File: src/rtl/blctrl_i2c_master.sv
// Single-master I2C write engine: serialises one (address, speed byte) command per
// request as START, addr+W, ACK, data, ACK, STOP, with clock-stretch timeout.
module blctrl_i2c_master #(
   parameter int CLK_DIV       = 30,
   parameter int STRETCH_LIMIT = 4096
) (
   input  logic       clk,
   input  logic       rst,
   input  logic       cmd_valid,
   output logic       cmd_ready,
   input  logic [6:0] cmd_addr,
   input  logic [7:0] cmd_data,
   output logic       busy,
   output logic       done,
   output logic       nack,
   output logic       timeout,
   input  logic       scl_i,
   input  logic       sda_i,
   output logic       scl_o,
   output logic       sda_o,
   output logic       scl_t,
   output logic       sda_t
);
   localparam int SW = $clog2(STRETCH_LIMIT + 1);

   typedef enum logic [2:0] {S_IDLE, S_START, S_BYTE, S_ACK, S_STOP, S_DONE} state_t;

   state_t          state, state_nxt;
   logic [9:0]      timer;
   logic [1:0]      quarter;
   logic [2:0]      bit_cnt;
   logic            addr_phase;
   logic            ack_ok;
   logic [7:0]      shreg;
   logic [7:0]      data_q;
   logic [SW-1:0]   stretch_cnt;
   logic            nack_q;
   logic            timeout_q;
   logic            accept;
   logic            released;
   logic            stretched;
   logic            timeout_hit;
   logic            q_end;

   assign accept = cmd_valid && cmd_ready;
   // Quarters in which the master lets SCL float and a slave may stretch it
   assign released = (state == S_START && quarter == 2'd0) ||
                     ((state == S_BYTE || state == S_ACK) && quarter == 2'd2) ||
                     (state == S_STOP && quarter == 2'd1);
   assign stretched   = released && !scl_i;
   assign timeout_hit = stretched && (stretch_cnt == SW'(STRETCH_LIMIT - 1));
   assign q_end       = !stretched && (timer == 10'(CLK_DIV - 1));

   always_ff @(posedge clk) begin
      if (rst) state <= S_IDLE;
      else     state <= state_nxt;
   end

   always_comb begin
      state_nxt = state;
      case (state)
         S_IDLE:  if (accept) state_nxt = S_START;
         S_START: if (q_end && quarter == 2'd1) state_nxt = S_BYTE;
         S_BYTE:  if (q_end && quarter == 2'd3 && bit_cnt == 3'd0) state_nxt = S_ACK;
         S_ACK:   if (q_end && quarter == 2'd3)
                     state_nxt = (addr_phase && ack_ok) ? S_BYTE : S_STOP;
         S_STOP:  if (q_end && quarter == 2'd3) state_nxt = S_DONE;
         S_DONE:  state_nxt = S_IDLE;
         default: state_nxt = S_IDLE;
      endcase
      if (timeout_hit) state_nxt = S_DONE;
   end

   always_comb begin
      scl_t = 1'b1;
      sda_t = 1'b1;
      case (state)
         S_START: sda_t = (quarter == 2'd0);
         S_BYTE: begin
            scl_t = quarter[1];
            sda_t = shreg[7];
         end
         S_ACK:   scl_t = quarter[1];
         S_STOP: begin
            scl_t = (quarter != 2'd0);
            sda_t = quarter[1];
         end
         default: ;
      endcase
   end

   assign scl_o     = 1'b0;
   assign sda_o     = 1'b0;
   assign cmd_ready = (state == S_IDLE) && !rst;
   assign busy      = (state != S_IDLE);
   assign done      = (state == S_DONE);
   assign nack      = nack_q;
   assign timeout   = timeout_q;

   always_ff @(posedge clk) begin
      if (rst) begin
         timer       <= '0;
         quarter     <= '0;
         bit_cnt     <= '0;
         addr_phase  <= 1'b0;
         ack_ok      <= 1'b0;
         stretch_cnt <= '0;
         nack_q      <= 1'b0;
         timeout_q   <= 1'b0;
      end else if (accept) begin
         shreg       <= {cmd_addr, 1'b0};
         data_q      <= cmd_data;
         timer       <= '0;
         quarter     <= '0;
         bit_cnt     <= 3'd7;
         addr_phase  <= 1'b1;
         ack_ok      <= 1'b0;
         stretch_cnt <= '0;
         nack_q      <= 1'b0;
         timeout_q   <= 1'b0;
      end else if (busy && state != S_DONE) begin
         if (stretched) begin
            timer <= '0;
            if (timeout_hit) begin
               nack_q      <= 1'b1;
               timeout_q   <= 1'b1;
               stretch_cnt <= '0;
            end else begin
               stretch_cnt <= stretch_cnt + 1'b1;
            end
         end else begin
            stretch_cnt <= '0;
            if (q_end) begin
               timer   <= '0;
               quarter <= (state == S_START && quarter == 2'd1) ? 2'd0 : quarter + 2'd1;
               if (state == S_BYTE && quarter == 2'd3) begin
                  shreg   <= {shreg[6:0], 1'b0};
                  bit_cnt <= bit_cnt - 3'd1;
               end
               if (state == S_ACK && quarter == 2'd2) ack_ok <= !sda_i;
               // Address ACK moves on to the data byte; any NACK goes straight to STOP
               if (state == S_ACK && quarter == 2'd3) begin
                  if (addr_phase && ack_ok) begin
                     shreg      <= data_q;
                     bit_cnt    <= 3'd7;
                     addr_phase <= 1'b0;
                  end else if (!ack_ok) begin
                     nack_q <= 1'b1;
                  end
               end
            end else begin
               timer <= timer + 10'd1;
            end
         end
      end
   end
endmodule

File: config.mk
export PLATFORM = sky130hd
export DESIGN_NAME = blctrl_i2c_master
export DESIGN_NICKNAME = d
export VERILOG_FILES = /design/src/rtl/blctrl_i2c_master.sv
export SDC_FILE = /design/constraint.sdc
export NUM_CORES = 1
export LEC_CHECK = 0
export BUFFER_PORTS_ARGS = -buffer_cell sky130_fd_sc_hd__buf_2
export CAP_MARGIN = 20
export CORE_MARGIN = 8
export CORE_UTILIZATION = 60
export CTS_BUF_LIST = sky130_fd_sc_hd__clkbuf_2 sky130_fd_sc_hd__clkbuf_4 sky130_fd_sc_hd__clkbuf_8
export DETAILED_ROUTE_END_ITERATION = 8
export PLACE_DENSITY = 0.86
export SYNTH_ARGS = -nofsm -noshare
export SYNTH_HDL_FRONTEND = slang
export SYNTH_SLANG_ARGS = --single-unit
File: constraint.sdc
create_clock -name clk -period 5.6 [get_ports clk]
set_clock_uncertainty 0.15 [all_clocks]
set_input_delay 0.84 -clock clk [delete_from_list [all_inputs] [get_ports clk]]
set_output_delay 0.84 -clock clk [all_outputs]
set_load 0.02 [all_outputs]
==> impl.org <==
** Logic synthesis
- For this run, the leading register cell type out of synthesis is dfxtp_1.
- Number of unique standard cell types used by synthesis :: 54
- Number of register bits inferred by synthesis :: 51
- Area leader, netlist :: dfxtp_1
- The commonest cells after synthesis are nor2_1, dfxtp_1, nand2_1, edfxtp_1, xor2_1.
- In this run the mean area of a mapped cell was 9.20 sq um.
- Of all flip-flops after synthesis, the portion carrying an async set or reset was 0.
- Part of the Yosys area used for sequential elements :: 0.444
- Yosys printed 0 warnings.
- Most area-consuming cells after synthesis :: dfxtp_1, edfxtp_1, nor2_1
- Yosys top cell area share :: 0.263
- Post-synth EDFFs :: 16
- In the post-synthesis netlist, the cell with the most instances is nor2_1.
- The cell area that synthesis handed to floorplanning was 2660 sq um.
- In the synthesized netlist, the number of instances is 289.

** Cells and area
- Number of antenna cells inserted :: 0
- Post-layout net count :: 333
- Layout area overhead :: 9.17%
- Fraction of layout instances using a drive strength above 1 :: 0.142
- Fill cells in the final layout number 362.

** Drt
- The first detailed-routing pass took 4 iterations.
- Detailed routing inserted a total of 2138 vias.
- In this run the remaining antenna-violating nets after routing total 0.
- Routed length per instance :: 15.1 um
- After detailed routing, the total wire length is 5.46 mm.
- The detailed router finished its first iteration with 245 violations.
- Total DRC errors in the routed layout :: 0
- Using the TritonRoute via totals, the vias-per-cell ratio works out to 5.92.

** GRT
- Number of global-route vias before repair :: 1968
- First-pass GRT wire length :: 8.76 mm
- Antenna violations before repair :: 0
- Total overflow reported by the global router :: 0
- Across every metal layer, demand over resource in global routing totals 0.165.
- Pin count of the biggest net entering global routing :: 26

** STA
- Endpoints failing setup :: 0
- Slew at the pin with the worst max-slew slack :: 726 ps
- The final count of pins violating max slew was 0.
- Setup repair after global routing left no endpoint under its margin.
- Timing would allow up to 352 MHz.
- The worst pin sits at a relative slew slack of 0.516.
- Hold slack final :: 296 ps
- Post-route fraction of the period consumed by the critical path :: 0.507
- Setup slack closes at 2760 ps.
- Summed over all failing endpoints, the final setup total negative slack is 0 ps.
- Subtracting the final worst setup slack from the clock period gives 2840 ps.
- The number of failing hold endpoints at the final stage came to 0.

** Clocking
- Root Driver :: clkbuf_8
- Clock-pin slew was measured on the worst setup and hold paths at 100 ps.
- Number of buffers created by CTS :: 5
- Clock latency on the worst-skew pair, taken at its later pin, is 300 ps.
- CTS H-tree lvls :: 2
- CTS hold repair buffers :: 0
- Clock tree from TritonCTS :: built
- Resize count post-CTS :: 0
- In this run the deepest clock path goes through 2 buffers.
- Buffers added to address setup during post-CTS repair amount to 0.
- Clock tree synthesis found a total of 51 sinks.

** Outcome
- The flow ran to the end, and the final reports show no timing, DRC or antenna violations.

** Setup path
- By startpoint and endpoint, the worst setup path is classified as register to register.
- Data required time at the worst endpoint :: 5400 ps
- Worst setup EP type :: register
- On the critical path the largest part of the delay comes from simple AND/OR/NAND/NOR gates.
- Worst-path cell with the longest stage delay :: dfxtp_1
- In this run the worst path has a maximum fanout of 19.
- STA classifies the critical path startpoint as a register.
- Worst path max stage delay :: 690 ps
- Counting both buffers and inverters, the worst setup path holds a total of 0.
- Critical Path AT :: 2640 ps
- Traced cell by cell, the critical path runs through xnor2_1 -> nand2_1 -> nand4_1 -> a21oi_1.

** Placement
- Port buffering added 26 buffers.
- Setup slack after placement :: 2790 ps
- Detailed Place HPWL :: 3.86 mm
- Routability-driven placement finished with a final weighted congestion of 0.891.

** Power and ir drop
- Peak supply drop :: 164 uV
- For this design the static power due to leakage is 1.08 nW.
- Power density over the cells :: 257 nW/um^2

** Floorplanning
- The floorplan step defined a core boundary enclosing 4320 sq um.
- Site row count :: 24
- The initial utilization of the core area, before any placement, comes to 0.615.
- The die covers 6820 sq um.
- Number of I/O pins :: 29
- Vertical extent of the die :: 82.6 um
- Horizontal die dimension :: 82.6 um

** Job
- Maxcap violations :: 0

** Min path
- The min-delay analysis places its worst path in the category register to register.
## logic make-up after synthesis
kind of cell / count (synthesis) / synth area share
DFF: 51 / 0.444
buffers and inverters: 25 / 0.0423
and+or+nand+nor: 122 / 0.244
muxes: 8 / 0.0301
other: 1 / 0.00141
xor gates and xnor gates: 21 / 0.0691
adders and majority gates: 5 / 0.0235
AOI/OAI and AO/OA: 56 / 0.145
## cells in the final DEF, fill, tap and decap left out, types with 3 or more instances in the layout
cell       n
nor2_1    39
dfxtp_1   35
buf_2     26
nand2_1   17
xor2_1    16
edfxtp_1  16
a21oi_1   14
nand4_1   12
a211oi_1  11
a21o_1     9
inv_1      8
mux2i_1    8
nand3_1    8
nand2b_1   7
o21ai_0    7
nor3_1     6
and3_1     6
xnor2_1    5
ha_1       5
clkbuf_8   5
nor2b_1    4
nor4_1     3
a31oi_1    3
## per-layer routing
metal  part of all wire  GRT usage  up-vias  wire, um
li1                   -          -     1073         -
met1               0.47      0.216     1002      2590
met2               0.46      0.262       57      2510
met3              0.051     0.0368        6       277
met4              0.015     0.0603        0        81
met5                  0          0        -         0
## path summary, 6_finish.rpt
| check | to | start | depth (start not counted) | slack, ps |
|---|---|---|---|---|
| worst max-delay path | shreg[1]$_DFFE_PP_ | state[0]$_SDFFE_PP0P_ | 4 | 2760 |
| worst min-delay path | timeout$_SDFFE_PP0P_ | timeout$_SDFFE_PP0P_ | 2 | 300 |
| worst max register to register | shreg[1]$_DFFE_PP_ | state[0]$_SDFFE_PP0P_ | 4 | 2760 |
| worst min register to register | timeout$_SDFFE_PP0P_ | timeout$_SDFFE_PP0P_ | 2 | 300 |
## tightest hold or removal path: stages, from the launching register on
cell     delay (ps)
dfxtp_1         320
inv_1            40
a21oi_1          50
## layout make-up
class	instances	area, sq um	share of cell area
multi-input combinational	214	1370	0.472
tap	52	65.1	0.0224
clock buffer	5	68.8	0.0237
clock inverter	3	47.5	0.0164
sequential	51	1180	0.407
inverter	9	33.8	0.0116
timing repair buffer	27	138	0.0474
## metrics by stage
stage,std cells,power [mW],area [sq um],utilization
floorplan,290,0.472,2660,-
global placement,353,0.489,2790,0.645
detailed placement,353,0.491,2790,0.645
CTS,361,0.746,2900,0.672
global route,361,0.770,2900,0.672
finish,361,0.746,2900,0.672
## power by group
| part | total (mW) | switching, mW | internal, mW |
|---|---|---|---|
| sequential | 0.404 | 0.0107 | 0.393 |
| combinational | 0.0813 | 0.0507 | 0.0305 |
| clock | 0.261 | 0.125 | 0.136 |
| total | 0.746 | 0.187 | 0.559 |
## flip-flops by register name, summed over array words and instances, names as in the netlist, 2 cells and up
register / cells
data_q: 8
quarter: 2
state: 3
shreg: 8
bit_cnt: 3
stretch_cnt: 13
timer: 10
No activity file was read; power rests on OpenSTA's default activity.
